$ cat config.mk
export PLATFORM = sky130hd
export DESIGN_NAME = lamp_phase_timer_flat
export DESIGN_NICKNAME = d
export VERILOG_FILES = /design/src/rtl/lamp_phase_timer_if.sv /design/src/rtl/lamp_phase_timer.sv /design/src/flat_wrapper.sv
export SDC_FILE = /design/constraint.sdc
export NUM_CORES = 1
export LEC_CHECK = 0
export ABC_AREA = 1
export ABC_CLOCK_PERIOD_IN_PS = 1900
export BUFFER_PORTS_ARGS = -buffer_cell sky130_fd_sc_hd__buf_2
export CAP_MARGIN = 40
export CORE_MARGIN = 5
export CORE_UTILIZATION = 55
export DETAILED_ROUTE_END_ITERATION = 8
export GPL_ROUTABILITY_DRIVEN = 0
export HOLD_SLACK_MARGIN = 0.03
export PLACE_DENSITY = 0.85
export SLEW_MARGIN = 20
export SYNTH_ARGS = -nofsm -noshare
export SYNTH_HDL_FRONTEND = slang
export SYNTH_SLANG_ARGS = --single-unit
$ cat constraint.sdc
create_clock -name clk -period 1.9 [get_ports clk]
set_clock_uncertainty 0.2 [all_clocks]
set_input_delay 0.19 -clock clk [delete_from_list [all_inputs] [get_ports clk]]
set_output_delay 0.19 -clock clk [all_outputs]
set_load 0.03 [all_outputs]
$ cat src/rtl/lamp_phase_timer_if.sv
// Signal bundle between the lamp phase timer and its controller.
// The slave side is the timer; the master side drives enable and requests.
interface lamp_phase_timer_if #(
  parameter int CNT_W = 8
);
  logic             enable;
  logic             ped_req;
  logic [1:0]       phase;
  logic             advance;
  logic [CNT_W-1:0] remaining;
  logic             ped_ack;
  logic             ped_walk;

  modport master (
    output enable,
    output ped_req,
    input  phase,
    input  advance,
    input  remaining,
    input  ped_ack,
    input  ped_walk
  );

  modport slave (
    input  enable,
    input  ped_req,
    output phase,
    output advance,
    output remaining,
    output ped_ack,
    output ped_walk
  );
endinterface

$ cat src/rtl/lamp_phase_timer.sv
// Programmable-duration red/green/yellow phase timer with a pedestrian
// request handshake that can cut green short and grants walk in the next red.
module lamp_phase_timer #(
  parameter int CNT_W        = 8,
  parameter int RED_TICKS    = 5,
  parameter int GREEN_TICKS  = 4,
  parameter int YELLOW_TICKS = 2,
  parameter int MIN_GREEN    = 2
) (
  input logic               clk,
  input logic               rst,
  lamp_phase_timer_if.slave bus
);

  typedef enum logic [1:0] {
    PH_RED    = 2'd0,
    PH_GREEN  = 2'd1,
    PH_YELLOW = 2'd2,
    PH_BAD    = 2'd3
  } phase_e;

  localparam logic [CNT_W-1:0] RED_LAST    = CNT_W'(RED_TICKS - 1);
  localparam logic [CNT_W-1:0] GREEN_LAST  = CNT_W'(GREEN_TICKS - 1);
  localparam logic [CNT_W-1:0] YELLOW_LAST = CNT_W'(YELLOW_TICKS - 1);
  localparam logic [CNT_W-1:0] MIN_ELAPSED = CNT_W'(MIN_GREEN - 1);

  phase_e           phase_q,     phase_d;
  logic [CNT_W-1:0] remaining_q, remaining_d;
  logic             advance_q,   advance_d;
  logic             ped_ack_q,   ped_ack_d;
  logic             ped_walk_q,  ped_walk_d;
  logic             pending_q,   pending_d;
  logic             served_q,    served_d;

  logic [CNT_W-1:0] green_elapsed;
  logic             truncate;

  // NOTE: state registers use non-blocking assignments so every flop samples
  // the pre-edge value of every other flop.
  always_ff @(posedge clk or posedge rst) begin
    if (rst) begin
      phase_q     <= PH_RED;
      remaining_q <= RED_LAST;
      advance_q   <= 1'b0;
      ped_ack_q   <= 1'b0;
      ped_walk_q  <= 1'b0;
      pending_q   <= 1'b0;
      served_q    <= 1'b0;
    end else begin
      phase_q     <= phase_d;
      remaining_q <= remaining_d;
      advance_q   <= advance_d;
      ped_ack_q   <= ped_ack_d;
      ped_walk_q  <= ped_walk_d;
      pending_q   <= pending_d;
      served_q    <= served_d;
    end
  end

  // Ticks already spent in green; remaining never exceeds GREEN_LAST there.
  assign green_elapsed = GREEN_LAST - remaining_q;
  assign truncate      = pending_q && (green_elapsed >= MIN_ELAPSED);

  always_comb begin
    // NOTE: every next-state signal gets a default first so no path leaves
    // one unassigned, which would otherwise infer a latch.
    phase_d     = phase_q;
    remaining_d = remaining_q;
    advance_d   = 1'b0;
    ped_ack_d   = 1'b0;
    ped_walk_d  = ped_walk_q;
    pending_d   = pending_q;
    served_d    = served_q;

    if (bus.ped_req && !pending_q) begin
      pending_d = 1'b1;
      ped_ack_d = 1'b1;
    end

    if (phase_q == PH_BAD) begin
      phase_d     = PH_RED;
      remaining_d = RED_LAST;
      advance_d   = 1'b1;
    end else if (bus.enable) begin
      case (phase_q)
        PH_RED: begin
          if (remaining_q == '0) begin
            phase_d     = PH_GREEN;
            remaining_d = GREEN_LAST;
            advance_d   = 1'b1;
            ped_walk_d  = 1'b0;
          end else begin
            remaining_d = remaining_q - 1'b1;
          end
        end
        PH_GREEN: begin
          if (remaining_q == '0 || truncate) begin
            phase_d     = PH_YELLOW;
            remaining_d = YELLOW_LAST;
            advance_d   = 1'b1;
            // A request pending at green exit is handed to the next red.
            if (pending_q) begin
              pending_d = 1'b0;
              served_d  = 1'b1;
            end
          end else begin
            remaining_d = remaining_q - 1'b1;
          end
        end
        PH_YELLOW: begin
          if (remaining_q == '0) begin
            phase_d     = PH_RED;
            remaining_d = RED_LAST;
            advance_d   = 1'b1;
            if (served_q) begin
              ped_walk_d = 1'b1;
              served_d   = 1'b0;
            end
          end else begin
            remaining_d = remaining_q - 1'b1;
          end
        end
        default: begin
        end
      endcase
    end
  end

  assign bus.phase     = phase_q;
  assign bus.remaining = remaining_q;
  assign bus.advance   = advance_q;
  assign bus.ped_ack   = ped_ack_q;
  assign bus.ped_walk  = ped_walk_q;

endmodule

$ cat src/flat_wrapper.sv
// flat-port wrapper written by rule: the top's interface ports become plain ports
module lamp_phase_timer_flat 
#(
  parameter int CNT_W        = 8,
  parameter int RED_TICKS    = 5,
  parameter int GREEN_TICKS  = 4,
  parameter int YELLOW_TICKS = 2,
  parameter int MIN_GREEN    = 2
)
  (clk, rst, bus_enable, bus_ped_req, bus_phase, bus_advance, bus_remaining, bus_ped_ack, bus_ped_walk);
  lamp_phase_timer_if #(.CNT_W(CNT_W)) bus_i ();
  input logic clk;
  input logic rst;
  input wire logic [$bits(bus_i.enable)-1:0] bus_enable;
  input wire logic [$bits(bus_i.ped_req)-1:0] bus_ped_req;
  output wire logic [$bits(bus_i.phase)-1:0] bus_phase;
  output wire logic [$bits(bus_i.advance)-1:0] bus_advance;
  output wire logic [$bits(bus_i.remaining)-1:0] bus_remaining;
  output wire logic [$bits(bus_i.ped_ack)-1:0] bus_ped_ack;
  output wire logic [$bits(bus_i.ped_walk)-1:0] bus_ped_walk;
  assign bus_i.enable = bus_enable;
  assign bus_i.ped_req = bus_ped_req;
  assign bus_phase = bus_i.phase;
  assign bus_advance = bus_i.advance;
  assign bus_remaining = bus_i.remaining;
  assign bus_ped_ack = bus_i.ped_ack;
  assign bus_ped_walk = bus_i.ped_walk;
  lamp_phase_timer #(.CNT_W(CNT_W), .RED_TICKS(RED_TICKS), .GREEN_TICKS(GREEN_TICKS), .YELLOW_TICKS(YELLOW_TICKS), .MIN_GREEN(MIN_GREEN)) u_core (.clk(clk), .rst(rst), .bus(bus_i));
endmodule
==> impl_metrics.py, run 1 <==
metrics = {
    "logic_synthesis": {
        "yosysWarningCount": 0,
        "syn_area_per_cell_um2": 7.93,
        "synth_top_family_by_area": "simple AND/OR/NAND/NOR gates",
        "synthXorXnorAreaFrac_pct": 4.91,
        "syn_area_um2": 1070,
        "synth_seq_cells": 15,
        "synthSimpleGateAreaFrac_pct": 35.5,
        "netlist-cell-type-count": 27,
        "synthCells": 135,
        "syn_nets": 146,
        "yosysSeqAreaShare_pct": 35.2,
        "synth_fa_ha_area_share_pct": 8.18,
        "synth_compound_area_share_pct": 8.29,
        "synth_mux_area_share_pct": 0,
    },
    "worst_setup_path": {
        "r2r_slack_ns": 0.07,
        "path_class": "flip-flop to flip-flop",
        "crit_chain": "inv_2 > ha_2 > inv_1 > nor2_8 > nand3_4 > nand2_2 > nand2_1 > nand2_1 > nand3_1 > nand2_1 > nand2_1",
        "setup.worst_path.end_class": "flip-flop",
        "cp-start-kind": "flip-flop",
        "worstPathArrival_ns": 1.82,
        "critical-path-slowest-cell": "dfrtp_1",
        "worst_ep_required_time_ns": 1.89,
        "worst-path-max-fanout": 8,
        "crit_path_frequent_cell": "nand2_1",
        "max_stage_delay_ns": 0.42,
    },
    "timing": {
        "rsz0062_at_grt": "true",
        "relSlewSlack_pct": 59.9,
        "finalSetupTns_ns": 0,
        "setup_violations": 0,
        "fin_crit_ns": 1.83,
        "fin_crit_sh_pct": 96.1,
        "maxClockFrequency_mhz": 548,
        "worstMarginPinSlew_ns": 0.600,
        "maxSlewViolCount": 0,
        "hold_violations": 0,
    },
    "clock_network": {
        "clk_pin_slew_ns": 0.09,
        "clk-insertion-delay-late_ns": 0.29,
        "cts.htree.levels": 1,
        "clkSinkCount": 15,
        "root_buffer": "clkbuf_4",
        "cts_tree": "built",
        "cts_inserted_buffers": 3,
        "cts_buffer_depth": 2,
    },
    "placement": {
        "dp_hpwl_mm": 1.73,
        "io_buffers": 16,
        "placed_cell_area_um2": 1220,
        "dp.cells": 182,
    },
    "floorplanning": {
        "die-area_um2": 2930,
        "die_x_um": 54.1,
        "num_io_pins": 17,
        "initial_core_util_pct": 56.3,
        "die_y_um": 54.1,
        "core_um2": 1900,
        "row_count": 16,
    },
    "drt": {
        "antenna_left": 0,
        "routed_wl_mm": 2.30,
        "drt_iter0_markers": 22,
        "drc": 0,
        "drt-wirelength-per-cell_um": 12.1,
        "vias": 947,
        "vias_per_cell": 4.98,
        "drt_first_pass_iters": 5,
    },
    "power": {
        "peakVddDrop_mv": 1.07,
        "leakagePower_nw": 0.683,
        "sw_frac_of_total_pct": 54.7,
        "pwr-share-clk_pct": 7.3,
        "seq_power_share_pct": 23.1,
        "p_comb_share_pct": 69.6,
        "p_switching_mw": 1.39,
        "p_int_mw": 1.15,
        "p_per_area_nw_per_um2": 1940,
        "totalPowerFinal_mw": 2.54,
    },
    "cells_and_area": {
        "nFillCells": 148,
        "nets": 175,
        "final_common_cell": "nand2_1",
        "finalNonFillerCells": 190,
        "finalInstanceArea_um2": 1310,
        "drive_above_1_share_pct": 33.1,
        "n_antenna_cell": 0,
        "multi_input_area_um2": 638,
        "area_delta_synth_final_pct": 22.3,
        "regArea_um2": 378,
        "mostFrequentLayoutCells": "33 x nand2_1, 16 x buf_2, 14 x inv_1",
    },
    "flow_run": {
        "max_cap_violations": 0,
    },
    "global_route": {
        "grt_overflow": 0,
        "grt_max_degree": 16,
        "grt_pass1_vias": 930,
        "grt_pass1_wl_mm": 3.76,
        "grtUsageTotal_pct": 17.8,
        "antenna_found_initial": 0,
    },
    "run_status": {
        "outcome": "finished, final reports clean",
    },
    "worst_hold_path": {
        "min_path_type": "input port to async pin",
    },
}
-- Yosys cell counts, drive strengths merged --
master	instances	area, um2
nand2	41	179
inv	20	80.1
dfrtp	14	350
nor2	14	73.8
nand3	12	87.6
ha	7	87.6
a21oi	6	41.3
o21ai	6	41.3
xor2	5	43.8
nand4	3	18.8
nand3b	2	15.0
a31oi	1	6.26
clkinv	1	5.00
dfstp	1	26.3
nor4	1	6.26
xnor2	1	8.76
-- worst paths after layout --
kind / startpoint / cells after the start / endpoint
setup / recovery: u_core.bus.remaining[1] / 11 / u_core.bus.remaining[0]
hold / removal: rst / 3 / u_core.bus.remaining[3]
setup reg to reg: u_core.bus.remaining[1] / 11 / u_core.bus.remaining[0]
hold reg to reg: u_core.served_q / 2 / u_core.served_q
max in group asynchronous: rst / 3 / u_core.bus.phase[0]
min in group clk: u_core.served_q / 2 / u_core.served_q
-- logic make-up (layout without fill, tap and decap cells) --
group	count (synthesis)	count (layout)
simple gates	73	73
buf+inv	21	49
compound gates	13	13
fa+ha+maj	7	7
xor+xnor	6	6
flops	15	15
-- cell type report --
| class | count | share of cell area [%] |
|---|---|---|
| timing repair buffer | 24 | 11.3 |
| clock buffer | 3 | 1.72 |
| tap | 27 | 2.58 |
| multi-input combinational | 99 | 48.7 |
| inverter | 21 | 6.49 |
| clock inverter | 1 | 0.382 |
| sequential | 15 | 28.8 |
-- worst max-delay path, delay by kind of cell, from the launching register on --
family                   cells  cell delay (ns)
flip-flops                   1             0.42
adder cells (fa/ha/maj)      1             0.18
buffers and inverters        2             0.17
AND/OR/NAND/NOR              8             0.75
-- timing repair --
action	CTS	global route
hold buffers	3	0
endpoints found under the setup margin	0	10
resized for setup	0	10
setup buffers	0	1
endpoints found under the hold margin	18	0
-- sequential cells by signal (all words and copies together), names as in the netlist --
signal                flops
u_core.bus.phase          2
u_core.pending_q          1
u_core.bus.ped_ack        1
u_core.served_q           1
u_core.bus.remaining      8
u_core.bus.ped_walk       1
u_core.bus.advance        1
-- per-layer routing --
layer,part of all wire (%),vias up,routed length (um),global-route usage [%]
met1,43,444,1000,20.9
li1,-,485,-,-
met5,0,-,0,0
met3,4.0,2,92,4.16
met2,51,16,1180,30.7
met4,1.2,0,28,7.47
-- metrics by stage --
stage / util [%] / hold slack, ns / setup slack, ns
2_1_floorplan: - / -0.109 / 0.00277
3_3_place_gp: 63.9 / 0.0691 / 0.130
3_5_place_dp: 63.9 / 0.0871 / 0.0520
4_1_cts: 67.0 / 0.304 / 0.0409
5_1_grt: 68.9 / 0.336 / -0.0534
6_report: 68.9 / 0.301 / 0.0742
-- power groups by stage --
stage | registers (mW) | logic [mW] | clock network [mW]
2_1_floorplan | 0.799 | 1.05 | 0
3_3_place_gp | 0.583 | 1.61 | 0
3_5_place_dp | 0.591 | 1.65 | 0
4_1_cts | 0.585 | 1.67 | 0.190
5_1_grt | 0.603 | 1.93 | 0.211
6_report | 0.587 | 1.76 | 0.185
Power figures use the tool's default switching activity.
==> run 2, diff against run 1 <==
- ABC_CLOCK_PERIOD_IN_PS: 1900 -> 1600
- CORE_UTILIZATION: 55 -> 50
- GPL_TIMING_DRIVEN: not set -> 0
- PLACE_DENSITY: 0.85 -> 0.82
- clock period: 1.9 -> 1.6 ns (I/O delays scaled with it)
==> run 2 against run 1 <==
Compared with the run above:
- the run now ends with negative setup slack left
- sequential power increased by 27%
- register-to-register slack worse by 0.26 ns
- hold slack got worse by 0.050 ns
- die area increased by 8.1%
- critical endpoint is now u_core.bus.phase[0]
- largest power group unchanged
==> impl_metrics.py, run 2 (same netlist as run 1, synthesis figures left out) <==
metrics = {
    "power": {
        "sw_frac_of_total_pct": 52.3,
        "seq_power_share_pct": 19.8,
        "p_per_area_nw_per_um2": 2390,
        "peakVddDrop_mv": 1.41,
        "p_switching_mw": 1.96,
        "p_int_mw": 1.79,
        "pwr-share-clk_pct": 6.3,
        "p_comb_share_pct": 73.9,
        "leakagePower_nw": 0.766,
    },
    "timing": {
        "fin_crit_sh_pct": 112,
        "rsz0062_at_grt": "true",
        "finalSetupTns_ns": -2.08,
        "setup_violations": 15,
        "worstMarginPinSlew_ns": 0.593,
        "maxClockFrequency_mhz": 560,
        "relSlewSlack_pct": 60.4,
        "maxSlewViolCount": 0,
        "timing.hold.ws_ns": 0.251,
        "fin_ws_ns": -0.184,
        "hold_violations": 0,
        "fin_crit_ns": 1.78,
    },
    "cells_and_area": {
        "multi_input_area_um2": 751,
        "n_antenna_cell": 0,
        "finalNonFillerCells": 207,
        "nFillCells": 132,
        "area_delta_synth_final_pct": 46.3,
        "mostFrequentLayoutCells": "29 x nand2_1, 21 x buf_4, 16 x buf_2",
        "regArea_um2": 382,
        "finalInstanceArea_um2": 1570,
        "nets": 192,
        "largest_register_ffs": 8,
        "final_common_cell": "nand2_1",
        "drive_above_1_share_pct": 52.8,
    },
    "placement": {
        "placed_cell_area_um2": 1270,
        "pre_cts_slack_ns": -0.194,
        "io_buffers": 16,
        "dp_hpwl_mm": 1.69,
        "dp.cells": 178,
    },
    "drt": {
        "vias_per_cell": 5.19,
        "drt_first_pass_iters": 4,
        "routed_wl_mm": 2.84,
        "drt-wirelength-per-cell_um": 13.7,
        "antenna_left": 0,
        "drt_iter0_markers": 33,
        "drc": 0,
        "vias": 1075,
    },
    "run_status": {
        "violations": "negative setup slack",
        "outcome": "complete, but fails checks",
    },
    "clock_network": {
        "clk_pin_slew_ns": 0.10,
        "clkSinkCount": 15,
        "root_buffer": "clkbuf_4",
        "clk-insertion-delay-late_ns": 0.30,
        "cts_inserted_buffers": 3,
        "cts.htree.levels": 1,
        "cts_tree": "built",
        "cts_buffer_depth": 2,
    },
    "global_route": {
        "grt_overflow": 0,
        "grt_max_degree": 16,
        "grt_pass1_vias": 1115,
        "grtUsageTotal_pct": 18.4,
        "grt_pass1_wl_mm": 4.59,
        "antenna_found_initial": 0,
    },
    "floorplanning": {
        "die_y_um": 56.3,
        "initial_core_util_pct": 53.5,
        "num_io_pins": 17,
        "row_count": 16,
        "die_x_um": 56.3,
        "core_um2": 2000,
        "die-area_um2": 3170,
    },
    "worst_setup_path": {
        "cp_top_family": "simple AND/OR/NAND/NOR gates",
        "worst-path-max-fanout": 8,
        "path_class": "flip-flop to flip-flop",
        "worstPathArrival_ns": 1.79,
        "setup.worst_path.end_class": "flip-flop",
        "crit_chain": "inv_2 > ha_4 > inv_4 > nor2_8 > nand3_4 > nand3_4 > nand2_2 > nand2_2 > nand2_2 > nand2_1 > nand2_1",
        "crit_path_frequent_cell": "nand2_2",
        "critPathBufInv": 2,
        "critical-path-slowest-cell": "dfrtp_2",
        "cp-start-kind": "flip-flop",
        "worst_ep_required_time_ns": 1.61,
        "max_stage_delay_ns": 0.46,
        "r2r_slack_ns": -0.18,
    },
    "worst_hold_path": {
        "min_path_type": "input port to async pin",
    },
    "flow_run": {
        "max_cap_violations": 0,
    },
}
run 2: cell count changes in the layout (fill, tap and decap cells not counted), sizes merged:
cell | previous run | this run
clkinv | 2 | 1
buf | 21 | 38
clkbuf | 3 | 4
run 2: final cells by class:
cell class,count,share of cell area [%]
Inverter,21,6.07
Clock buffer,4,1.68
Multi-Input combinational cell,99,47.9
Timing Repair Buffer,41,17.8
Sequential cell,15,24.4
Tap cell,27,2.16
run 2: power by group through the flow:
stage                     Sequential (mW)  Combinational [mW]  Clock (mW)
after floorplan                     0.980                1.44           0
after global placement              0.736                2.04           0
after detailed placement            0.746                2.09           0
after CTS                           0.735                2.50       0.226
after global routing                0.765                2.99       0.248
final                               0.743                2.77       0.235
run 2: final timing paths:
kind / cells past startpoint / startpoint / endpoint
hold reg to reg: 2 / u_core.served_q / u_core.served_q
setup / recovery: 11 / u_core.bus.remaining[1] / u_core.bus.phase[0]
max in group asynchronous: 3 / rst / u_core.bus.phase[0]
hold / removal: 3 / rst / u_core.bus.remaining[5]
setup reg to reg: 11 / u_core.bus.remaining[1] / u_core.bus.phase[0]
min in group clk: 2 / u_core.served_q / u_core.served_q
run 2: worst register-to-register path, cell delays in order (launching register included):
cell     delay, ns
dfrtp_2       0.46
inv_2         0.09
ha_4          0.15
inv_4         0.04
nor2_8        0.09
nand3_4       0.16
nand3_4       0.17
nand2_2       0.06
nand2_2       0.08
nand2_2       0.07
nand2_1       0.07
nand2_1       0.05
run 2: repair_timing:
item                                   4_1_cts  5_1_grt
setup endpoints to repair                   14       14
endpoints found under the hold margin       18        0
gates resized for setup                     10       10
pin swaps                                    7       13
buffers inserted                            17        5
hold buffers                                 3        0
run 2: stage by stage:
step | utilization (%) | total power, mW
after floorplan | - | 2.42
after global placement | 63.5 | 2.78
after detailed placement | 63.5 | 2.83
after CTS | 75.1 | 3.46
after global routing | 78.3 | 4.01
final | 78.3 | 3.74
run 2: per-layer routing:
layer	routed length [um]	share of wire (%)	global-route usage, %
met5	0	0	0
met4	120	4.2	11.2
met3	83	2.9	2.75
met2	1470	52	33.9
met1	1170	41	19.3
